[src/rtl/idma_inoc_wr_ibuffer_if.sv]
// Stream-in / ibuffer-write port bundle for idma_inoc_wr_ibuffer.
// master = write engine side, slave = NoC receiver plus SRAM side.
interface idma_inoc_wr_ibuffer_if #(
  parameter int unsigned DATA_WIDTH = 128,
  parameter int unsigned MEM_AW     = 15,
  parameter int unsigned WORD_WIDTH = 32
);
  localparam int unsigned STRB_WIDTH = DATA_WIDTH / 8;

  logic                  recv_valid;
  logic                  recv_ready;
  logic [WORD_WIDTH-1:0] recv_data;
  logic                  recv_last;

  logic                  ibuffer_cen;
  logic                  ibuffer_wen;
  logic                  ibuffer_ready;
  logic [MEM_AW-1:0]     ibuffer_addr;
  logic [DATA_WIDTH-1:0] ibuffer_wdata;
  logic [STRB_WIDTH-1:0] ibuffer_wstrb;

  modport master (
    input  recv_valid, recv_data, recv_last, ibuffer_ready,
    output recv_ready, ibuffer_cen, ibuffer_wen, ibuffer_addr, ibuffer_wdata, ibuffer_wstrb
  );

  modport slave (
    output recv_valid, recv_data, recv_last, ibuffer_ready,
    input  recv_ready, ibuffer_cen, ibuffer_wen, ibuffer_addr, ibuffer_wdata, ibuffer_wstrb
  );
endinterface

[src/rtl/idma_inoc_wr_ibuffer.sv]
// Packs a 32-bit iNoC receive stream into strobed ibuffer line writes from an unaligned word address.
// Optional recv_last consistency checker (wr_err) enabled by defining IDMA_INOC_WR_LAST_CHK_EN.
module idma_inoc_wr_ibuffer #(
  parameter int unsigned DATA_WIDTH = 128,
  parameter int unsigned MEM_AW     = 15,
  parameter int unsigned STRB_WIDTH = DATA_WIDTH / 8,
  parameter int unsigned WORD_WIDTH = 32,
  parameter int unsigned WORD_NUM   = DATA_WIDTH / WORD_WIDTH
) (
  input  logic                                  clk,
  input  logic                                  rst_n,
  input  logic                                  ibuffer_wr_start,
  input  logic [MEM_AW+$clog2(WORD_NUM)-1:0]    ibuffer_word_addr,
  input  logic [12:0]                           ibuffer_word_num,
  output logic                                  wr_busy,
  output logic                                  wr_done,
`ifdef IDMA_INOC_WR_LAST_CHK_EN
  output logic                                  wr_err,
`endif
  idma_inoc_wr_ibuffer_if.master                bus
);

  localparam int unsigned OFF_W      = $clog2(WORD_NUM);
  localparam int unsigned WADDR_W    = MEM_AW + OFF_W;
  localparam int unsigned WORD_BYTES = WORD_WIDTH / 8;
  localparam int unsigned CNT_W      = 13;

  typedef enum logic [1:0] {IDLE, RUN, DRAIN} state_e;

  state_e                                state_q, state_d;
  logic [OFF_W-1:0]                      off_q;
  logic [CNT_W-1:0]                      cnt_q;
  logic [CNT_W-1:0]                      num_q;
  logic [WORD_NUM-1:0][WORD_WIDTH-1:0]   pack_q;
  logic [WORD_NUM-1:0]                   mask_q;
  logic                                  cen_q;
  logic [MEM_AW-1:0]                     addr_q;
  logic [DATA_WIDTH-1:0]                 wdata_q;
  logic [STRB_WIDTH-1:0]                 wstrb_q;

  logic                                  start_c;
  logic                                  hs_c;
  logic                                  recv_ready_c;
  logic                                  acc_c;
  logic                                  last_word_c;
  logic                                  issue_c;
  logic [WORD_NUM-1:0][WORD_WIDTH-1:0]   pack_mrg_c;
  logic [WORD_NUM-1:0]                   mask_mrg_c;
  logic [STRB_WIDTH-1:0]                 strb_mrg_c;

  // State register
  always_ff @(posedge clk or negedge rst_n) begin
    if (!rst_n) state_q <= IDLE;
    else        state_q <= state_d;
  end

  // Next-state logic
  always_comb begin
    state_d = state_q;
    case (state_q)
      IDLE:    if (start_c && (ibuffer_word_num != '0)) state_d = RUN;
      RUN:     if (acc_c && last_word_c)                state_d = DRAIN;
      DRAIN:   if (hs_c)                                state_d = IDLE;
      default:                                          state_d = IDLE;
    endcase
  end

  // Handshake decode and the pack/mask view including the word accepted this cycle
  always_comb begin
    start_c      = ibuffer_wr_start && (state_q == IDLE);
    hs_c         = cen_q && bus.ibuffer_ready;
    recv_ready_c = (state_q == RUN) && !(cen_q && !bus.ibuffer_ready);
    acc_c        = bus.recv_valid && recv_ready_c;
    last_word_c  = (cnt_q == (num_q - CNT_W'(1)));
    issue_c      = acc_c && ((off_q == OFF_W'(WORD_NUM - 1)) || last_word_c);
    pack_mrg_c          = pack_q;
    pack_mrg_c[off_q]   = bus.recv_data;
    mask_mrg_c          = mask_q | (WORD_NUM'(1) << off_q);
    strb_mrg_c          = '0;
    for (int i = 0; i < WORD_NUM; i++) begin
      strb_mrg_c[i*WORD_BYTES +: WORD_BYTES] = {WORD_BYTES{mask_mrg_c[i]}};
    end
  end

  // Word packing and transfer bookkeeping
  always_ff @(posedge clk or negedge rst_n) begin
    if (!rst_n) begin
      off_q  <= '0;
      cnt_q  <= '0;
      num_q  <= '0;
      pack_q <= '0;
      mask_q <= '0;
    end else if (start_c && (ibuffer_word_num != '0)) begin
      off_q  <= ibuffer_word_addr[OFF_W-1:0];
      cnt_q  <= '0;
      num_q  <= ibuffer_word_num;
      pack_q <= '0;
      mask_q <= '0;
    end else if (acc_c) begin
      off_q <= off_q + OFF_W'(1);
      cnt_q <= cnt_q + CNT_W'(1);
      if (issue_c) begin
        pack_q <= '0;
        mask_q <= '0;
      end else begin
        pack_q <= pack_mrg_c;
        mask_q <= mask_mrg_c;
      end
    end
  end

  // Single write register: load on issue, hold while stalled, drop after handshake
  always_ff @(posedge clk or negedge rst_n) begin
    if (!rst_n) begin
      cen_q   <= 1'b0;
      wdata_q <= '0;
      wstrb_q <= '0;
    end else if (issue_c) begin
      cen_q   <= 1'b1;
      wdata_q <= pack_mrg_c;
      wstrb_q <= strb_mrg_c;
    end else if (hs_c) begin
      cen_q   <= 1'b0;
    end
  end

  // Line address: latched at start, advanced by every write handshake
  always_ff @(posedge clk or negedge rst_n) begin
    if (!rst_n) begin
      addr_q <= '0;
    end else if (start_c && (ibuffer_word_num != '0)) begin
      addr_q <= ibuffer_word_addr[WADDR_W-1:OFF_W];
    end else if (hs_c) begin
      addr_q <= addr_q + MEM_AW'(1);
    end
  end

  // Status outputs; a zero-length start completes immediately
  always_ff @(posedge clk or negedge rst_n) begin
    if (!rst_n) begin
      wr_busy <= 1'b0;
      wr_done <= 1'b0;
    end else begin
      wr_busy <= (state_d != IDLE);
      wr_done <= (start_c && (ibuffer_word_num == '0)) || ((state_q == DRAIN) && hs_c);
    end
  end

`ifdef IDMA_INOC_WR_LAST_CHK_EN
  // Sticky flag: sender's last marker disagrees with the programmed word count
  always_ff @(posedge clk or negedge rst_n) begin
    if (!rst_n) begin
      wr_err <= 1'b0;
    end else if (start_c) begin
      wr_err <= 1'b0;
    end else if (acc_c && (bus.recv_last != last_word_c)) begin
      wr_err <= 1'b1;
    end
  end
`else
  logic unused_recv_last;
  assign unused_recv_last = bus.recv_last;
`endif

  assign bus.recv_ready    = recv_ready_c;
  assign bus.ibuffer_cen   = cen_q;
  assign bus.ibuffer_wen   = 1'b1;
  assign bus.ibuffer_addr  = addr_q;
  assign bus.ibuffer_wdata = wdata_q;
  assign bus.ibuffer_wstrb = wstrb_q;

endmodule
[src/flat_wrapper.sv]
// flat-port wrapper written by rule: the top's interface ports become plain ports
module idma_inoc_wr_ibuffer_flat 
#(
  parameter int unsigned DATA_WIDTH = 128,
  parameter int unsigned MEM_AW     = 15,
  parameter int unsigned STRB_WIDTH = DATA_WIDTH / 8,
  parameter int unsigned WORD_WIDTH = 32,
  parameter int unsigned WORD_NUM   = DATA_WIDTH / WORD_WIDTH
)
  (clk, rst_n, ibuffer_wr_start, ibuffer_word_addr, ibuffer_word_num, wr_busy, wr_done, bus_recv_valid, bus_recv_data, bus_recv_last, bus_ibuffer_ready, bus_recv_ready, bus_ibuffer_cen, bus_ibuffer_wen, bus_ibuffer_addr, bus_ibuffer_wdata, bus_ibuffer_wstrb);
  idma_inoc_wr_ibuffer_if #(.DATA_WIDTH(DATA_WIDTH), .MEM_AW(MEM_AW), .WORD_WIDTH(WORD_WIDTH)) bus_i ();
  input  logic clk;
  input  logic rst_n;
  input  logic ibuffer_wr_start;
  input  logic [MEM_AW+$clog2(WORD_NUM)-1:0] ibuffer_word_addr;
  input  logic [12:0] ibuffer_word_num;
  output logic wr_busy;
  output logic wr_done;
  input wire logic [$bits(bus_i.recv_valid)-1:0] bus_recv_valid;
  input wire logic [$bits(bus_i.recv_data)-1:0] bus_recv_data;
  input wire logic [$bits(bus_i.recv_last)-1:0] bus_recv_last;
  input wire logic [$bits(bus_i.ibuffer_ready)-1:0] bus_ibuffer_ready;
  output wire logic [$bits(bus_i.recv_ready)-1:0] bus_recv_ready;
  output wire logic [$bits(bus_i.ibuffer_cen)-1:0] bus_ibuffer_cen;
  output wire logic [$bits(bus_i.ibuffer_wen)-1:0] bus_ibuffer_wen;
  output wire logic [$bits(bus_i.ibuffer_addr)-1:0] bus_ibuffer_addr;
  output wire logic [$bits(bus_i.ibuffer_wdata)-1:0] bus_ibuffer_wdata;
  output wire logic [$bits(bus_i.ibuffer_wstrb)-1:0] bus_ibuffer_wstrb;
  assign bus_i.recv_valid = bus_recv_valid;
  assign bus_i.recv_data = bus_recv_data;
  assign bus_i.recv_last = bus_recv_last;
  assign bus_i.ibuffer_ready = bus_ibuffer_ready;
  assign bus_recv_ready = bus_i.recv_ready;
  assign bus_ibuffer_cen = bus_i.ibuffer_cen;
  assign bus_ibuffer_wen = bus_i.ibuffer_wen;
  assign bus_ibuffer_addr = bus_i.ibuffer_addr;
  assign bus_ibuffer_wdata = bus_i.ibuffer_wdata;
  assign bus_ibuffer_wstrb = bus_i.ibuffer_wstrb;
  idma_inoc_wr_ibuffer #(.DATA_WIDTH(DATA_WIDTH), .MEM_AW(MEM_AW), .STRB_WIDTH(STRB_WIDTH), .WORD_WIDTH(WORD_WIDTH), .WORD_NUM(WORD_NUM)) u_core (.clk(clk), .rst_n(rst_n), .ibuffer_wr_start(ibuffer_wr_start), .ibuffer_word_addr(ibuffer_word_addr), .ibuffer_word_num(ibuffer_word_num), .wr_busy(wr_busy), .wr_done(wr_done), .bus(bus_i));
endmodule
[config.mk]
export PLATFORM = sky130hd
export DESIGN_NAME = idma_inoc_wr_ibuffer_flat
export DESIGN_NICKNAME = d
export VERILOG_FILES = /design/src/rtl/idma_inoc_wr_ibuffer_if.sv /design/src/rtl/idma_inoc_wr_ibuffer.sv /design/src/flat_wrapper.sv
export SDC_FILE = /design/constraint.sdc
export NUM_CORES = 1
export LEC_CHECK = 0
export CAP_MARGIN = 20
export CORE_MARGIN = 4
export CORE_UTILIZATION = 60
export CTS_BUF_LIST = sky130_fd_sc_hd__clkbuf_8
export DETAILED_ROUTE_END_ITERATION = 10
export PLACE_DENSITY = 0.94
export SLEW_MARGIN = 10
export SYNTH_ARGS = -nofsm -noshare
export SYNTH_HDL_FRONTEND = slang
export SYNTH_SLANG_ARGS = --single-unit
[constraint.sdc]
create_clock -name clk -period 8.8 [get_ports clk]
set_clock_uncertainty 0.2 [all_clocks]
set_input_delay 2.2 -clock clk [delete_from_list [all_inputs] [get_ports clk]]
set_output_delay 2.2 -clock clk [all_outputs]
set_load 0.02 [all_outputs]
==> impl_metrics.env <==
export IMPL_max_stage_delay_ns=0.83
export IMPL_slowest_stage="nand2_4"
export IMPL_synth_top_family_by_area="multiplexers"
export IMPL_synthesis_nets=1230
export IMPL_cts_max_level=2
export IMPL_cp_arrival_ns=6.42
export IMPL_netlist_instances=1155
export IMPL_drv_cap=0
export IMPL_synth_compound_area_share_pct=12.3
export IMPL_fin_nets=1429
export IMPL_grt_max_degree=163
export IMPL_async_flop_share_pct=100
export IMPL_design_area_mm2=0.0174
export IMPL_grt_pass1_wl_mm=59.5
export IMPL_crit_path_max_fanout=74
export IMPL_placedCellCount=1615
export IMPL_synth_seq_area_share_pct=55.5
export IMPL_drv_slew=0
export IMPL_synthSimpleGateAreaFrac_pct=9.42
export IMPL_r2r_slack_ns=4.01
export IMPL_die_h_um=161
export IMPL_crit_type="in2reg"
export IMPL_drt_wl_total_mm=37.2
export IMPL_crit_buf_inv=4
export IMPL_post_cts_buffers=0
export IMPL_post_route_min_period_ns=6.15
export IMPL_min_period_over_period_pct=69.9
export IMPL_synth_ff_type="dfrtp_1"
export IMPL_syn2layout_area_growth_pct=23.4
export IMPL_dp_hpwl_mm=22.6
export IMPL_placed_area_mm2=0.0164
export IMPL_synth_area_per_cell_um2=12.2
export IMPL_grt_overflow=0
export IMPL_routedWlPerCell_um=21.9
export IMPL_timing_rr_end="u_core.bus.ibuffer_wdata[79]"
export IMPL_clk_path_buf_depth=3
export IMPL_grtUsageTotal_pct=28.5
export IMPL_pre_cts_ws_ns=2.11
export IMPL_hold_violations=0
export IMPL_drive_above_1_share_pct=21.6
export IMPL_portBuffers=229
export IMPL_ys_ff_latch=312
export IMPL_cts_sinks=312
export IMPL_drc=0
export IMPL_fin_cells=1699
export IMPL_cts_resized=0
export IMPL_multi_input_area_mm2=0.00571
export IMPL_timing_fmax_ghz=0.163
export IMPL_min_from="u_core.pack_q[36]"
export IMPL_clock_latency_ns=0.58
export IMPL_synthXorXnorAreaFrac_pct=2.37
export IMPL_yosysWarningCount=0
export IMPL_finalSetupViolCount=0
export IMPL_antenna_found_initial=0
export IMPL_diodes=0
export IMPL_hold_buffers=0
export IMPL_ir_worst_vdd_v=0.000249
export IMPL_finish_utilization_pct=76.0
export IMPL_end_kind="flop"
export IMPL_grt_pass1_vias=10900
export IMPL_gp_congestion=0.863
export IMPL_min_path_type="reg2reg"
export IMPL_r2r_start="u_core.num_q[0]"
export IMPL_grt_busiest_layer="met2"
export IMPL_min_to="u_core.pack_q[36]"
export IMPL_yosysUniqueCellTypes=59
export IMPL_setup_tns_ns=0
export IMPL_clockRootBuffer="clkbuf_8"
export IMPL_global_route_usage_met1_pct=36.3
export IMPL_crit_required_ns=9.07
export IMPL_outcome="completed"
export IMPL_cpMostUsedCell="buf_4"
export IMPL_drtPass1Iterations=5
export IMPL_most_common_layout_cells="dfrtp_1, clkdlybuf4s50_1, mux2_2, a22o_1, nand2_1"
export IMPL_postRouteAntennaNets=0
export IMPL_final_common_cell="dfrtp_1"
export IMPL_cts_tree="done"
export IMPL_worstPathCellList="clkdlybuf4s50_1 > nor2b_1 > nor3b_4 > buf_4 > and4_1 > o211ai_1 > nand4b_1 > buf_4 > nand2_4 > buf_4 > mux2_2"
export IMPL_rsz0062_at_grt="false"
export IMPL_placementRows=55
export IMPL_vias=10300
export IMPL_holdPathStages=1
export IMPL_synth_edf_count=0
export IMPL_r2r_cells=11
export IMPL_clk_pin_slew_ns=0.08
export IMPL_vias_per_cell=6.06
export IMPL_num_io_pins=232
export IMPL_leakage_uw=0.00780
export IMPL_dieArea_mm2=0.0260
export IMPL_fillers=1429
export IMPL_worst_slew_pin_slew_ns=1.10
export IMPL_power_density_mw_per_mm2=388
export IMPL_die_width_um=161
export IMPL_grt_met2_usage_pct=48.2
export IMPL_use_met3_pct=7.17
export IMPL_setup_slack_ns=2.65
export IMPL_numCtsBuffers=50
export IMPL_maxSlewHeadroom_pct=26.4
export IMPL_muxShareOfSynthArea_pct=15.7
export IMPL_syn_cell_area_mm2=0.0141
export IMPL_crit_path_start_kind="primary input"
export IMPL_seqCellArea_mm2=0.00781
export IMPL_start_util_pct=61.5
export IMPL_core_area_mm2=0.0228
export IMPL_drt_iter0_drc=892
export IMPL_synthAdderAreaFrac_pct=0.623
export IMPL_critPathTopFamily="buffers and inverters"
## how the worst max path moves through the flow
stage	from	to	slack (ns)	cells after the start
2_1_floorplan	bus_ibuffer_ready	bus_recv_ready	3.81	2
3_3_place_gp	bus_ibuffer_ready	u_core.bus.ibuffer_wdata[52]	2.21	11
3_5_place_dp	bus_ibuffer_ready	u_core.bus.ibuffer_wdata[18]	2.11	11
4_1_cts	bus_ibuffer_ready	u_core.bus.ibuffer_wdata[79]	2.67	11
5_1_grt	bus_ibuffer_ready	u_core.bus.ibuffer_wdata[79]	2.44	11
6_report	bus_ibuffer_ready	u_core.bus.ibuffer_wdata[79]	2.65	11
## layout make-up
cell class / instances / share of cell area (%)
Inverter: 10 / 0.216
Multi-Input combinational cell: 736 / 32.9
Sequential cell: 312 / 45.0
Clock buffer: 63 / 5.00
Timing Repair Buffer: 244 / 14.0
Tap cell: 313 / 2.26
Clock inverter: 21 / 0.692
## sequential cells by signal (all words and copies together) (netlist names), 2 cells and up
name and cells:
u_core.bus.ibuffer_wdata 128, u_core.bus.ibuffer_addr 15, u_core.pack_q 128, u_core.num_q 13
u_core.state_q 2, u_core.bus.ibuffer_wstrb 4, u_core.cnt_q 13, u_core.mask_q 4
u_core.off_q 2
## power breakdown
| part | internal, µW | switching [µW] |
|---|---|---|
| clock network | 669 | 566 |
| registers | 1990 | 437 |
| logic | 1520 | 1550 |
## per-layer routing
layer,wire [µm],vias up
met5,0,-
met4,999,0
met3,2630,91
met2,18600,407
met1,15000,5253
li1,-,4547
## cells in the mapped netlist, drive strengths merged, types with 2 or more instances
cell	number	area (µm²)
inv	10	37.5
o31ai	2	15.0
buf	46	345
nor2b	35	219
nand4	5	31.3
or2	3	18.8
or3	6	42.5
nor3	44	225
o41ai	2	25.0
nand2b	4	25.0
xnor2	19	166
nand3	11	55.1
o21ba	3	30.0
a31oi	5	31.3
nor4	3	33.8
mux2i	4	40.0
clkbuf	51	191
o211ai	4	30.0
o21ai	27	135
dfrtp	312	7810
mux2	192	2160
o22ai	32	200
and3	7	43.8
a22oi	3	22.5
a22o	96	841
a211oi	33	248
xor2	19	166
ha	7	87.6
and4	2	17.5
a21oi	12	71.3
and2	4	25.0
nor3b	2	20.0
nand2	74	280
nor4b	2	17.5
nor2	62	233
## cells by family (layout without fill, tap and decap cells)
kind of cell,Yosys count,in the layout
AOI/OAI and AO/OA,226,226
xor gates and xnor gates,38,38
adders and majority gates,7,7
buffers and inverters,107,338
DFF,312,312
muxes,196,196
other,1,1
and+or+nand+nor,268,268
## metrics by stage
step                      hold WS [ns]  power, µW
final                            0.296       6730
after detailed placement         0.278       5460
after CTS                        0.299       6750
after floorplan                  0.262       4270
after global routing             0.308       7070
after global placement           0.278       5330
Power figures use the tool's default switching activity.
